<file path="src/rtl/pattern_scan_engine_if.sv">
// Request/acknowledge and data-memory bus shared between the processor side
// and the pattern scan engine.
interface pattern_scan_engine_if #(
  parameter int ADDR_W = 8
);
  // req is a start strobe sampled only while the engine is idle or done; ack
  // stays high in DONE until the next accepted req, busy is high otherwise.
  // Reads are combinational (rd_data valid with addr), writes land on the edge.
  logic              req;
  logic              ack;
  logic              busy;
  logic [ADDR_W-1:0] mem_addr;
  logic [7:0]        mem_rd_data;
  logic              mem_wr_en;
  logic [7:0]        mem_wr_data;

  modport master (
    output req,
    output mem_rd_data,
    input  ack,
    input  busy,
    input  mem_addr,
    input  mem_wr_en,
    input  mem_wr_data
  );

  modport slave (
    input  req,
    input  mem_rd_data,
    output ack,
    output busy,
    output mem_addr,
    output mem_wr_en,
    output mem_wr_data
  );
endinterface

</file>
<file path="src/rtl/pattern_scan_engine.sv">
// Bit-pattern search accelerator: reads a pattern and a byte string from memory,
// counts in-byte, per-byte and cross-byte stream matches, writes three counts back.
module pattern_scan_engine #(
  parameter int ADDR_W    = 8,
  parameter int PAT_W     = 4,
  parameter int NUM_BYTES = 32,
  parameter int SRC_BASE  = 128,
  parameter int PAT_ADDR  = 160,
  parameter int DST_BASE  = 192
) (
  input  logic                clk,
  input  logic                reset,
  pattern_scan_engine_if.slave bus,
  output logic [2:0]          fsm_state
);

  localparam logic [2:0] IDLE     = 3'd0;
  localparam logic [2:0] LOAD_PAT = 3'd1;
  localparam logic [2:0] SCAN     = 3'd2;
  localparam logic [2:0] WR_CTB   = 3'd3;
  localparam logic [2:0] WR_CTO   = 3'd4;
  localparam logic [2:0] WR_CTS   = 3'd5;
  localparam logic [2:0] DONE     = 3'd6;

  localparam logic [7:0]        LAST_IDX = 8'(NUM_BYTES - 1);
  localparam logic [ADDR_W-1:0] SRC_A    = ADDR_W'(SRC_BASE);
  localparam logic [ADDR_W-1:0] PAT_A    = ADDR_W'(PAT_ADDR);
  localparam logic [ADDR_W-1:0] DST_A    = ADDR_W'(DST_BASE);

  logic [2:0]       state;
  logic [PAT_W-1:0] pat;
  logic [PAT_W-2:0] prev;
  logic [7:0]       idx;
  logic [15:0]      ctb;
  logic [15:0]      cto;
  logic [15:0]      cts;

  logic [7:0]       cur;
  logic [PAT_W+6:0] win;
  logic [3:0]       in_cnt;
  logic [3:0]       st_cnt;

  function automatic logic [7:0] sat8(input logic [15:0] c);
    return (c > 16'd255) ? 8'hFF : c[7:0];
  endfunction

  assign cur       = bus.mem_rd_data;
  // Only the low PAT_W-1 bits of the previous byte can reach a window whose LSB is in cur.
  assign win       = {prev, cur};
  assign fsm_state = state;
  assign bus.ack   = (state == DONE);
  assign bus.busy  = (state != IDLE) && (state != DONE);

  // st_cnt counts all 8 windows whose LSB lies in cur; in_cnt keeps those fully inside cur.
  always_comb begin
    in_cnt = 4'd0;
    st_cnt = 4'd0;
    for (int k = 0; k < 8; k++) begin
      if (win[k +: PAT_W] == pat) begin
        st_cnt = st_cnt + 4'd1;
        if (k <= 8 - PAT_W) in_cnt = in_cnt + 4'd1;
      end
    end
  end

  always_comb begin
    bus.mem_addr    = '0;
    bus.mem_wr_en   = 1'b0;
    bus.mem_wr_data = 8'd0;
    case (state)
      LOAD_PAT: bus.mem_addr = PAT_A;
      SCAN:     bus.mem_addr = SRC_A + ADDR_W'(idx);
      WR_CTB: begin
        bus.mem_addr    = DST_A;
        bus.mem_wr_en   = 1'b1;
        bus.mem_wr_data = sat8(ctb);
      end
      WR_CTO: begin
        bus.mem_addr    = DST_A + ADDR_W'(1);
        bus.mem_wr_en   = 1'b1;
        bus.mem_wr_data = sat8(cto);
      end
      WR_CTS: begin
        bus.mem_addr    = DST_A + ADDR_W'(2);
        bus.mem_wr_en   = 1'b1;
        bus.mem_wr_data = sat8(cts);
      end
      default: ;
    endcase
  end

  always_ff @(posedge clk or posedge reset) begin
    if (reset) begin
      state <= IDLE;
      pat   <= '0;
      prev  <= '0;
      idx   <= 8'd0;
      ctb   <= 16'd0;
      cto   <= 16'd0;
      cts   <= 16'd0;
    end else begin
      case (state)
        IDLE, DONE: begin
          if (bus.req) begin
            state <= LOAD_PAT;
            ctb   <= 16'd0;
            cto   <= 16'd0;
            cts   <= 16'd0;
            prev  <= '0;
          end
        end
        LOAD_PAT: begin
          pat   <= cur[PAT_W-1:0];
          idx   <= 8'd0;
          state <= SCAN;
        end
        SCAN: begin
          ctb  <= ctb + 16'(in_cnt);
          cto  <= cto + 16'(in_cnt != 4'd0);
          // Byte 0 has no predecessor, so its only stream windows are the in-byte ones.
          cts  <= cts + 16'((idx == 8'd0) ? in_cnt : st_cnt);
          prev <= cur[PAT_W-2:0];
          idx  <= idx + 8'd1;
          if (idx == LAST_IDX) state <= WR_CTB;
        end
        WR_CTB:  state <= WR_CTO;
        WR_CTO:  state <= WR_CTS;
        WR_CTS:  state <= DONE;
        default: state <= IDLE;
      endcase
    end
  end

endmodule
</file>
<file path="src/flat_wrapper.sv">
// flat-port wrapper written by rule: the top's interface ports become plain ports
module pattern_scan_engine_flat 
#(
  parameter int ADDR_W    = 8,
  parameter int PAT_W     = 4,
  parameter int NUM_BYTES = 32,
  parameter int SRC_BASE  = 128,
  parameter int PAT_ADDR  = 160,
  parameter int DST_BASE  = 192
)
  (clk, reset, fsm_state, bus_req, bus_mem_rd_data, bus_ack, bus_busy, bus_mem_addr, bus_mem_wr_en, bus_mem_wr_data);
  pattern_scan_engine_if #(.ADDR_W(ADDR_W)) bus_i ();
  input  logic clk;
  input  logic reset;
  output logic [2:0] fsm_state;
  input wire logic [$bits(bus_i.req)-1:0] bus_req;
  input wire logic [$bits(bus_i.mem_rd_data)-1:0] bus_mem_rd_data;
  output wire logic [$bits(bus_i.ack)-1:0] bus_ack;
  output wire logic [$bits(bus_i.busy)-1:0] bus_busy;
  output wire logic [$bits(bus_i.mem_addr)-1:0] bus_mem_addr;
  output wire logic [$bits(bus_i.mem_wr_en)-1:0] bus_mem_wr_en;
  output wire logic [$bits(bus_i.mem_wr_data)-1:0] bus_mem_wr_data;
  assign bus_i.req = bus_req;
  assign bus_i.mem_rd_data = bus_mem_rd_data;
  assign bus_ack = bus_i.ack;
  assign bus_busy = bus_i.busy;
  assign bus_mem_addr = bus_i.mem_addr;
  assign bus_mem_wr_en = bus_i.mem_wr_en;
  assign bus_mem_wr_data = bus_i.mem_wr_data;
  pattern_scan_engine #(.ADDR_W(ADDR_W), .PAT_W(PAT_W), .NUM_BYTES(NUM_BYTES), .SRC_BASE(SRC_BASE), .PAT_ADDR(PAT_ADDR), .DST_BASE(DST_BASE)) u_core (.clk(clk), .reset(reset), .bus(bus_i), .fsm_state(fsm_state));
endmodule
</file>
<file path="config.mk">
export PLATFORM = sky130hd
export DESIGN_NAME = pattern_scan_engine_flat
export DESIGN_NICKNAME = d
export VERILOG_FILES = /design/src/rtl/pattern_scan_engine_if.sv /design/src/rtl/pattern_scan_engine.sv /design/src/flat_wrapper.sv
export SDC_FILE = /design/constraint.sdc
export NUM_CORES = 1
export LEC_CHECK = 0
export ABC_AREA = 1
export CELL_PAD_IN_SITES_DETAIL_PLACEMENT = 2
export CELL_PAD_IN_SITES_GLOBAL_PLACEMENT = 2
export CORE_ASPECT_RATIO = 0.8
export CORE_MARGIN = 5
export CORE_UTILIZATION = 35
export CTS_BUF_LIST = sky130_fd_sc_hd__clkbuf_2 sky130_fd_sc_hd__clkbuf_4 sky130_fd_sc_hd__clkbuf_8
export DETAILED_ROUTE_END_ITERATION = 8
export PLACE_DENSITY_LB_ADDON = 0.1
export SYNTH_ARGS = -nofsm -noshare
export SYNTH_HDL_FRONTEND = slang
export SYNTH_SLANG_ARGS = --single-unit
</file>
<file path="constraint.sdc">
create_clock -name clk -period 6.4 [get_ports clk]
set_clock_uncertainty 0.2 [all_clocks]
set_input_delay 0.64 -clock clk [delete_from_list [all_inputs] [get_ports clk]]
set_output_delay 0.64 -clock clk [all_outputs]
set_load 0.01 [all_outputs]
</file>
==> metrics.csv, run 1 <==
metric,value,unit
Slew Limit Fails,0,
Post-synth EDFFs,0,
RePlAce Congestion,0.8309,
Syn Inst Count,734,
postcts setup bufs,0,
number of port buffers,32,
hold path endpoint,u_core.ctb[15]$_DFFE_PP0P_,
core area,14200,sq um
synth top area cells,"dfrtp_1 (33%), nand2_1 (11%), inv_1 (10%)",
Clock Power Share,0.191,
Tightest Hold Check Type,reg -> reg,
Critical Path Max Stage Delay,0.53,ns
area delta synth->final,15.23,%
placed instance area,5580,sq um
Netlist cell types,46,
die area,16950,sq um
Final HPWL DP,13360,um
largest net degree at the start of global routing,67,
"CTS clk-pin slew, worst paths",0.07,ns
Pleak,0.002842,uW
Initial Utilization,0.3558,
# rows,39,
initial antenna violation count,0,
R2R Path End,u_core.cts[14]$_DFFE_PP0P_,
Max Cap Viol,0,
Yosys top cell area share,0.3269,
"FF+latch count, synth",66,
pwr dens,328.0,nW/um^2
n_diodes,0,
clock tree root driver cell,clkbuf_8,
DRT iter0 DRCs,201,
CTS tree,yes,
hold path startpoint,u_core.ctb[15]$_DFFE_PP0P_,
GRT overflow,0,
WHS Path Cells,1,
fin nets,806,
Register-to-Register Setup Slack,0.58,ns
Reg power frac,0.290,
post-synth top area cell,dfrtp_1,
fin crit period,5.908,ns
DRT Wirelength,17250,um
slew margin rel.,0.2275,
R2R Path Start,u_core.pat[3]$_DFFE_PP0P_,
vias per cell,5.258,
Crit path top cell by count,nand2_1,
sequential area share after synthesis,0.3269,
f_max,169.3,MHz
CTS Buffer Depth,2,
Mean Syn Cell Area,6.883,sq um
Yosys warnings,0,
combinational share of power,0.519,
P_sw,927.2,uW
"Hold Vio Cnt, Final",0,
Critical Path RT,6.49,ns
Cell Int Power,982.6,uW
worst slew pin tran,1.154,ns
Setup CP Type,in -> reg,
htree depth,3,
CTS Sinks,66,
Total Routing Usage GR,0.2134,
Die Wd,144.3,um
drt wl/cell,17.98,um
Setup Total Neg Slack,0,ns
Total Power,1910,uW
via count,5042,
critical path endpoint category,flop,
share of layout cells above drive strength 1,0.09419,
drt first pass iters,4,
VDD IR max,0.0002515,V
Worst R2R Path Depth,36,
Final Cycle Share,0.9231,
Inserted Clock Buffers,9,
DRC Markers,0,
"Design Area, Final",5822,sq um
Crit Path Max Fanout,4,
Crit-path slowest cell,clkdlybuf4s50_1,
Post-synth top flop,dfrtp_1,
post-route ant nets,0,
syn nets,769,
Post-Syn Area,5052,sq um
RSZ-0062 raised after global routing,no,
final setup vio count,0,
first-pass GRT wire length,29030,um
status,"complete, no violations",
critical path launch point type,primary input,
IO Pins,33,
vias in the first global route,5569,
sw frac,0.4855,
Post-synth ARST share,1.000,
worst skew pair latency,0.36,ns
Die H,117.5,um
arrival time at the worst endpoint,6.00,ns
==> what timing repair did <==
| action | CTS | global route |
|---|---|---|
| gates resized for setup | 0 | 17 |
| hold endpoints to repair | 0 | 0 |
| endpoints found under the setup margin | 0 | 11 |
| hold buffers | 0 | 0 |
==> sequential cells by signal, indices dropped and copies added, names as in the netlist <==
signal,cells
u_core.cts,16
u_core.fsm_state,3
u_core.pat,4
u_core.cto,16
u_core.idx,8
u_core.ctb,16
u_core.prev,3
==> placed cells by master (no fill, tap or decap), types with 3 or more instances in the layout <==
cell type and instances:
nand2_1 148, inv_1 135, dfrtp_1 66, nor2_1 58, o21ai_0 55, nand3_1 44, a21oi_1 40, clkdlybuf4s50_1 29
ha_1 22, nand2_2 18, nor3_1 17, o22ai_1 14, xor2_1 11, clkbuf_8 10, nand4_1 9, o31ai_1 8
buf_4 8, nor2_2 7, xnor2_1 7, nor4_1 6, inv_2 5, mux2i_1 5, nand3_2 5, nor2_4 4
clkinv_2 3, nand3b_1 3, a31oi_1 3, dlymetal6s2s_1 3
==> layout make-up <==
cell class,instances,area [sq um]
clock buffers,12,152.6
clock inverters,3,40.04
fillers,1701,8378
inverters,144,546.8
multi-input cells,510,2813
flip-flops and latches,66,1652
well taps,184,230.2
repair buffers,40,387.9
==> layer usage <==
layer	routed length [um]	vias up	track usage	share of wire
li1	-	2449	-	-
met1	8781	2530	0.3112	0.51
met2	7913	51	0.3388	0.46
met3	418	12	0.03331	0.024
met4	130	0	0.03497	0.0075
met5	0	-	0	0
==> worst max-delay path: cells and delay by family <==
kind	cells	cell delay [ns]
AO/OA/AOI/OAI	6	0.77
adder cells (fa/ha/maj)	6	1.81
AND/OR/NAND/NOR	17	1.65
buffers and inverters	5	0.82
XOR/XNOR	2	0.30
==> power by group through the flow <==
stage	registers (uW)	logic (uW)	clock network, uW
4_1_cts	553	992	379
5_1_grt	564	1130	392
3_3_place_gp	556	927	0
2_1_floorplan	503	713	0
3_5_place_dp	561	987	0
6_report	553	992	365
==> worst max-delay path by stage <==
stage                            start                    endpoint  depth (start not counted)
floorplan           bus_mem_rd_data[0]  u_core.cts[15]$_DFFE_PP0P_                         36
global placement    bus_mem_rd_data[2]  u_core.cts[14]$_DFFE_PP0P_                         35
detailed placement  bus_mem_rd_data[4]  u_core.cts[15]$_DFFE_PP0P_                         36
CTS                 bus_mem_rd_data[4]  u_core.cts[15]$_DFFE_PP0P_                         36
global route        bus_mem_rd_data[1]  u_core.cts[15]$_DFFE_PP0P_                         35
finish              bus_mem_rd_data[1]  u_core.cts[14]$_DFFE_PP0P_                         36
==> cells in the mapped netlist, types with 2 or more instances <==
master    number
nand2_1      148
inv_1        136
dfrtp_1       66
nor2_1        64
o21ai_0       57
nand3_1       45
a21oi_1       41
ha_1          22
nand2_2       18
nor3_1        18
o22ai_1       14
xor2_1        11
nand4_1        9
o31ai_1        8
xnor2_1        7
nor4_1         6
clkbuf_1       5
mux2i_1        5
buf_6          4
inv_2          4
nand3_2        4
a31oi_1        3
buf_1          3
nand3b_1       3
nor2_4         3
a22oi_1        2
a32oi_1        2
buf_2          2
fa_1           2
inv_4          2
nand2_4        2
nor2_2         2
o21ai_1        2
o32ai_1        2
==> metrics by stage <==
| stage | setup slack (ns) | hold slack (ns) | util | instances |
|---|---|---|---|---|
| 6_report | 0.4920 | 0.2927 | 0.4100 | 959 |
| 3_5_place_dp | -0.2358 | 0.2836 | 0.3930 | 944 |
| 3_3_place_gp | 0.1324 | 0.2696 | 0.3930 | 944 |
| 4_1_cts | 0.02994 | 0.3007 | 0.4066 | 959 |
| 5_1_grt | 0.06144 | 0.3093 | 0.4100 | 959 |
| 2_1_floorplan | 0.9252 | 0.2458 | - | 734 |
==> logic make-up after synthesis <==
| logic type | count (synthesis) | synth area share |
|---|---|---|
| AO/OA/AOI/OAI | 138 | 0.1538 |
| XOR/XNOR | 18 | 0.03120 |
| adder cells (fa/ha/maj) | 24 | 0.06241 |
| buffers and inverters | 158 | 0.1251 |
| flip-flops | 66 | 0.3269 |
| multiplexers | 5 | 0.009906 |
| AND/OR/NAND/NOR | 325 | 0.2907 |
No activity file was read; power rests on OpenSTA's default activity.
==> run 2, diff against run 1 <==
SETUP_SLACK_MARGIN = 0.2   (was unset)
==> metrics.csv, run 2 (synthesis results as in run 1) <==
metric,value,unit,change
status,"complete, no violations",,
Slew Limit Fails,0,,unchanged
first-pass GRT wire length,29060,um,+0.12%
RePlAce Congestion,0.8309,,unchanged
f_max,172.9,MHz,+2.2%
DRC Markers,0,,unchanged
CTS Buffer Depth,2,,unchanged
critical path launch point type,primary input,,
fin nets,808,,+0.25%
Final HPWL DP,13360,um,unchanged
arrival time at the worst endpoint,5.86,ns,-0.14 ns
IO Pins,33,,unchanged
n_diodes,0,,unchanged
Bufs and invs on worst path,6,,+1
cell family with the largest share of critical-path delay,simple AND/OR/NAND/NOR gates,,
Pleak,0.002856,uW,+0.50%
Setup CP Type,in -> reg,,
initial antenna violation count,0,,unchanged
RSZ-0062 raised after global routing,no,,
Initial Utilization,0.3558,,unchanged
slew margin rel.,0.2217,,-0.005856
Hold Slack,0.2925,ns,-0.0001430 ns
DRT iter0 DRCs,210,,+4.5%
"Hold Vio Cnt, Final",0,,unchanged
dpl cells,944,,unchanged
worst slew pin tran,1.163,ns,+0.008753 ns
core area,14200,sq um,unchanged
die area,16950,sq um,unchanged
Max Cap Viol,0,,unchanged
final setup vio count,0,,unchanged
drt first pass iters,4,,unchanged
critical path endpoint category,flop,,
htree depth,3,,unchanged
GRT overflow,0,,unchanged
clock tree root driver cell,clkbuf_8,,
FF/Latch Area,1655,sq um,+0.23%
pwr dens,327.7,nW/um^2,-0.11%
final worst setup slack,0.6172,ns,+0.1252 ns
post-route ant nets,0,,unchanged
via count,5061,,+0.38%
DRT Wirelength,17320,um,+0.46%
Crit Path Max Fanout,4,,unchanged
Critical Path RT,6.48,ns,about the same
number of port buffers,32,,unchanged
Tightest Hold Check Type,reg -> reg,,
pre-CTS WS,-0.2358,ns,unchanged
CTS Sinks,66,,unchanged
# rows,39,,unchanged
Inserted Clock Buffers,9,,unchanged
drt wl/cell,18.03,um,+0.25%
area delta synth->final,16.07,%,
CTS tree,yes,,
Crit-path slowest cell,clkdlybuf4s50_1,,
Register-to-Register Setup Slack,0.66,ns,+0.08 ns
largest net degree at the start of global routing,67,,unchanged
vias in the first global route,5578,,+0.16%
Die H,117.5,um,unchanged
fillers,1694,,-0.41%
"Cell Count, Final, Fillers Out",961,,+0.21%
Critical Path Max Stage Delay,0.44,ns,-0.09 ns
Die Wd,144.3,um,unchanged
"CTS clk-pin slew, worst paths",0.07,ns,about the same
"most common cell after layout, fill and taps aside",nand2_1,,
most frequent cells in the layout,"nand2_1 (146), inv_1 (134), dfrtp_1 (63), nor2_1 (58), o21ai_0 (54)",,
Final Cycle Share,0.9036,,-0.01957
biggest regs,"u_core.ctb x16, u_core.cto x16, u_core.cts x16",,
VDD IR max,0.0002514,V,about the same
footprint of the multi-input gates,2834,sq um,+0.76%
worst skew pair latency,0.36,ns,about the same
vias per cell,5.266,,+0.17%
Layout Utilization,0.4130,,+0.002996
Total Routing Usage GR,0.2137,,+0.0002522
share of layout cells above drive strength 1,0.1068,,+0.01263
fin crit period,5.783,ns,-0.1252 ns
[run 2: changes by cell type in the layout (fill, tap and decap cells not counted), sizes merged]
| cell | previous run | this run |
|---|---|---|
| buf | 8 | 10 |
| clkdlybuf4s50 | 29 | 28 |
| dlymetal6s2s | 3 | 4 |
[run 2: final timing paths]
path | start | cells past startpoint | to
min in group asynchronous | reset | 3 | u_core.fsm_state[0]$_DFFE_PP0P_
max reg2reg | u_core.pat[1]$_DFFE_PP0P_ | 33 | u_core.cts[15]$_DFFE_PP0P_
min | u_core.ctb[15]$_DFFE_PP0P_ | 1 | u_core.ctb[15]$_DFFE_PP0P_
max | bus_mem_rd_data[0] | 36 | u_core.cts[15]$_DFFE_PP0P_
min reg2reg | u_core.ctb[15]$_DFFE_PP0P_ | 1 | u_core.ctb[15]$_DFFE_PP0P_
max in group asynchronous | reset | 3 | u_core.pat[3]$_DFFE_PP0P_
[run 2: worst reg2reg max path: cells and delay by family, from the launching register on]
family                     cells  cell delay, ns
muxes                          1            0.20
and+or+nand+nor               14            1.69
buffers and inverters          4            0.33
AOI/OAI and AO/OA              6            0.73
DFF                            1            0.65
xor gates and xnor gates       2            0.34
adders and majority gates      6            1.54
[run 2: layout make-up]
| class | instances | area share |
|---|---|---|
| well taps | 184 | 0.03926 |
| inverters | 144 | 0.09324 |
| clock inverters | 3 | 0.006827 |
| flip-flops and latches | 66 | 0.2823 |
| repair buffers | 42 | 0.06913 |
| multi-input cells | 510 | 0.4833 |
| clock buffers | 12 | 0.02603 |
[run 2: timing repair]
action	in CTS	in global routing
resized for setup	4	23
setup buffers	0	2
hold buffers	0	0
endpoints found under the setup margin	5	11
pin swaps	0	6
[run 2: metrics by stage]
stage | setup TNS, ns | instance area (sq um) | total power (uW)
after floorplan | 0 | 5052 | 1216
after global placement | 0 | 5580 | 1483
after detailed placement | -0.8666 | 5580 | 1548
after CTS | 0 | 5783 | 1927
after global routing | 0 | 5864 | 2093
final | 0 | 5864 | 1922
[run 2: per-layer routing]
layer	wire, um	share of wire	track usage	vias to the layer above
met1	8801	0.51	0.3117	2538
li1	-	-	-	2451
met4	138	0.0080	0.03497	0
met5	0	0	0	-
met2	7983	0.46	0.3391	59
met3	400	0.023	0.03331	13
[run 2: report_power, final]
group | leakage [uW] | switching [uW] | total, uW | internal, uW
registers | 0.000905 | 90.1 | 555 | 465
clock network | 0.000103 | 169 | 365 | 196
logic | 0.00185 | 673 | 1000 | 328
==> run 3, diff against run 2 <==
CORE_UTILIZATION = 38   (was 35)
clock period = 7.4 ns   (was 6.4 ns; I/O delays follow)
==> metrics.csv, run 3 (synthesis results as in run 1) <==
metric,value,unit,change
share of layout cells above drive strength 1,0.07652,,-0.03030
"Design Area, Final",5754,sq um,-1.9%
status,"complete, no violations",,
fin nets,802,,-0.74%
Max Cap Viol,0,,unchanged
Critical Path RT,7.44,ns,+0.96 ns
CTS Buffer Depth,2,,unchanged
GRT overflow,0,,unchanged
Crit-path slowest cell,clkdlybuf4s50_1,,
post-route ant nets,0,,unchanged
DRT Wirelength,18810,um,+8.6%
CTS Sinks,66,,unchanged
Inserted Clock Buffers,9,,unchanged
area delta synth->final,13.89,%,
CP Depth,35,,-2.8%
first-pass GRT wire length,31140,um,+7.1%
"Cell Count, Final, Fillers Out",946,,-1.6%
IO Pins,33,,unchanged
vias per cell,5.411,,+2.7%
worst skew pair latency,0.36,ns,about the same
Die Wd,138.9,um,-3.8%
Max Used Layer,met4,,
htree depth,3,,unchanged
f_max,148.3,MHz,
routed length on met2,9214,um,+15%
Total Routing Usage GR,0.2451,,+0.03143
most frequent cells in the layout,"nand2_1 (148), inv_1 (135), dfrtp_1 (66), nor2_1 (63), o21ai_0 (56)",,
Setup CP Type,in -> reg,,
Worst R2R Path Depth,34,,+3.0%
"most common cell after layout, fill and taps aside",nand2_1,,
arrival time at the worst endpoint,6.79,ns,+0.93 ns
Final Cycle Share,0.9112,,
die area,15720,sq um,-7.3%
dpl cells,931,,-1.4%
Tightest Hold Check Type,reg -> reg,,
Slew Limit Fails,0,,unchanged
worst slew pin tran,0.9413,ns,-0.2219 ns
number of port buffers,32,,unchanged
fin crit period,6.743,ns,
RSZ-0062 raised after global routing,no,,
Final HPWL DP,14040,um,+5.1%
biggest regs,"u_core.ctb x16, u_core.cto x16, u_core.cts x16",,
drt wl/cell,19.88,um,+10%
Critical Path Max Stage Delay,0.58,ns,+0.14 ns
Pleak,0.002798,uW,-2.0%
"Hold Vio Cnt, Final",0,,unchanged
Die H,113.1,um,-3.7%
Bufs and invs on worst path,5,,-1
core area,12960,sq um,-8.7%
Crit path top cell by count,nand2_1,,
VDD IR max,0.0002071,V,-18%
CTS hold repair buffers,0,,unchanged
Metal-1 WL,8833,um,+0.36%
CTS tree,yes,,
cell family with the largest share of critical-path delay,simple AND/OR/NAND/NOR gates,,
n_diodes,0,,unchanged
initial antenna violation count,0,,unchanged
"CTS clk-pin slew, worst paths",0.07,ns,about the same
via count,5119,,+1.1%
WHS Path Cells,1,,unchanged
DRT iter0 DRCs,173,,-18%
vias in the first global route,5751,,+3.1%
Setup Total Neg Slack,0,ns,unchanged
largest net degree at the start of global routing,67,,unchanged
slew margin rel.,0.3725,,+0.1508
drt first pass iters,5,,+1
RePlAce Congestion,0.8095,,-2.6%
final setup vio count,0,,unchanged
critical path launch point type,primary input,,
Hold Slack,0.2988,ns,+0.006319 ns
Crit Path Max Fanout,6,,+2
DRC Markers,0,,unchanged
DR WL met3,543,um,+36%
clock tree root driver cell,clkbuf_8,,
Initial Utilization,0.3898,,+0.03397
# rows,37,,-5.1%
placed instance area,5539,sq um,-0.74%
pwr dens,296.3,nW/um^2,-9.6%
Register-to-Register Setup Slack,0.91,ns,+0.25 ns
critical path endpoint category,flop,,
## run 3: where the power goes
group / leakage [uW] / total, uW / internal (uW) / switching (uW)
logic: 0.00178 / 875 / 275 / 599
clock network: 0.000111 / 350 / 199 / 150
registers: 0.000908 / 481 / 401 / 79.4
total: 0.00280 / 1700 / 876 / 829
## run 3: per-stage QoR
step                      utilization  total power, uW  setup WS [ns]
final                          0.4439             1705         0.6568
after global routing           0.4439             1823         0.2233
after CTS                      0.4436             1711         0.4170
after detailed placement       0.4273             1348         0.1532
after global placement         0.4273             1276         0.7782
after floorplan                     -             1052          1.825
## run 3: layout make-up
class | count | area [sq um]
Inverter | 144 | 546.8
Sequential cell | 66 | 1652
Tap cell | 175 | 219.0
Multi-Input combinational cell | 510 | 2775
Clock inverter | 3 | 65.06
Clock buffer | 12 | 146.4
Fill cell | 1569 | 7208
Timing Repair Buffer | 36 | 350.3
## run 3: final timing paths
kind / start / end
min in group asynchronous: reset / u_core.fsm_state[2]$_DFFE_PP0P_
max in group asynchronous: reset / u_core.cts[14]$_DFFE_PP0P_
setup reg to reg: u_core.pat[0]$_DFFE_PP0P_ / u_core.cts[14]$_DFFE_PP0P_
setup / recovery: bus_mem_rd_data[2] / u_core.cts[14]$_DFFE_PP0P_
hold / removal: u_core.cto[7]$_DFFE_PP0P_ / u_core.cto[7]$_DFFE_PP0P_
hold reg to reg: u_core.cto[7]$_DFFE_PP0P_ / u_core.cto[7]$_DFFE_PP0P_
## run 3: timing repair
item                       in CTS  in global routing
buffers inserted                0                  0
gates resized for setup         0                  2
setup endpoints to repair       0                  2
## run 3: per-layer routing
layer / track usage / up-vias
met1: 0.3202 / 2576
met2: 0.4329 / 91
li1: - / 2433
met5: 0 / -
met4: 0.04628 / 0
met3: 0.04098 / 19
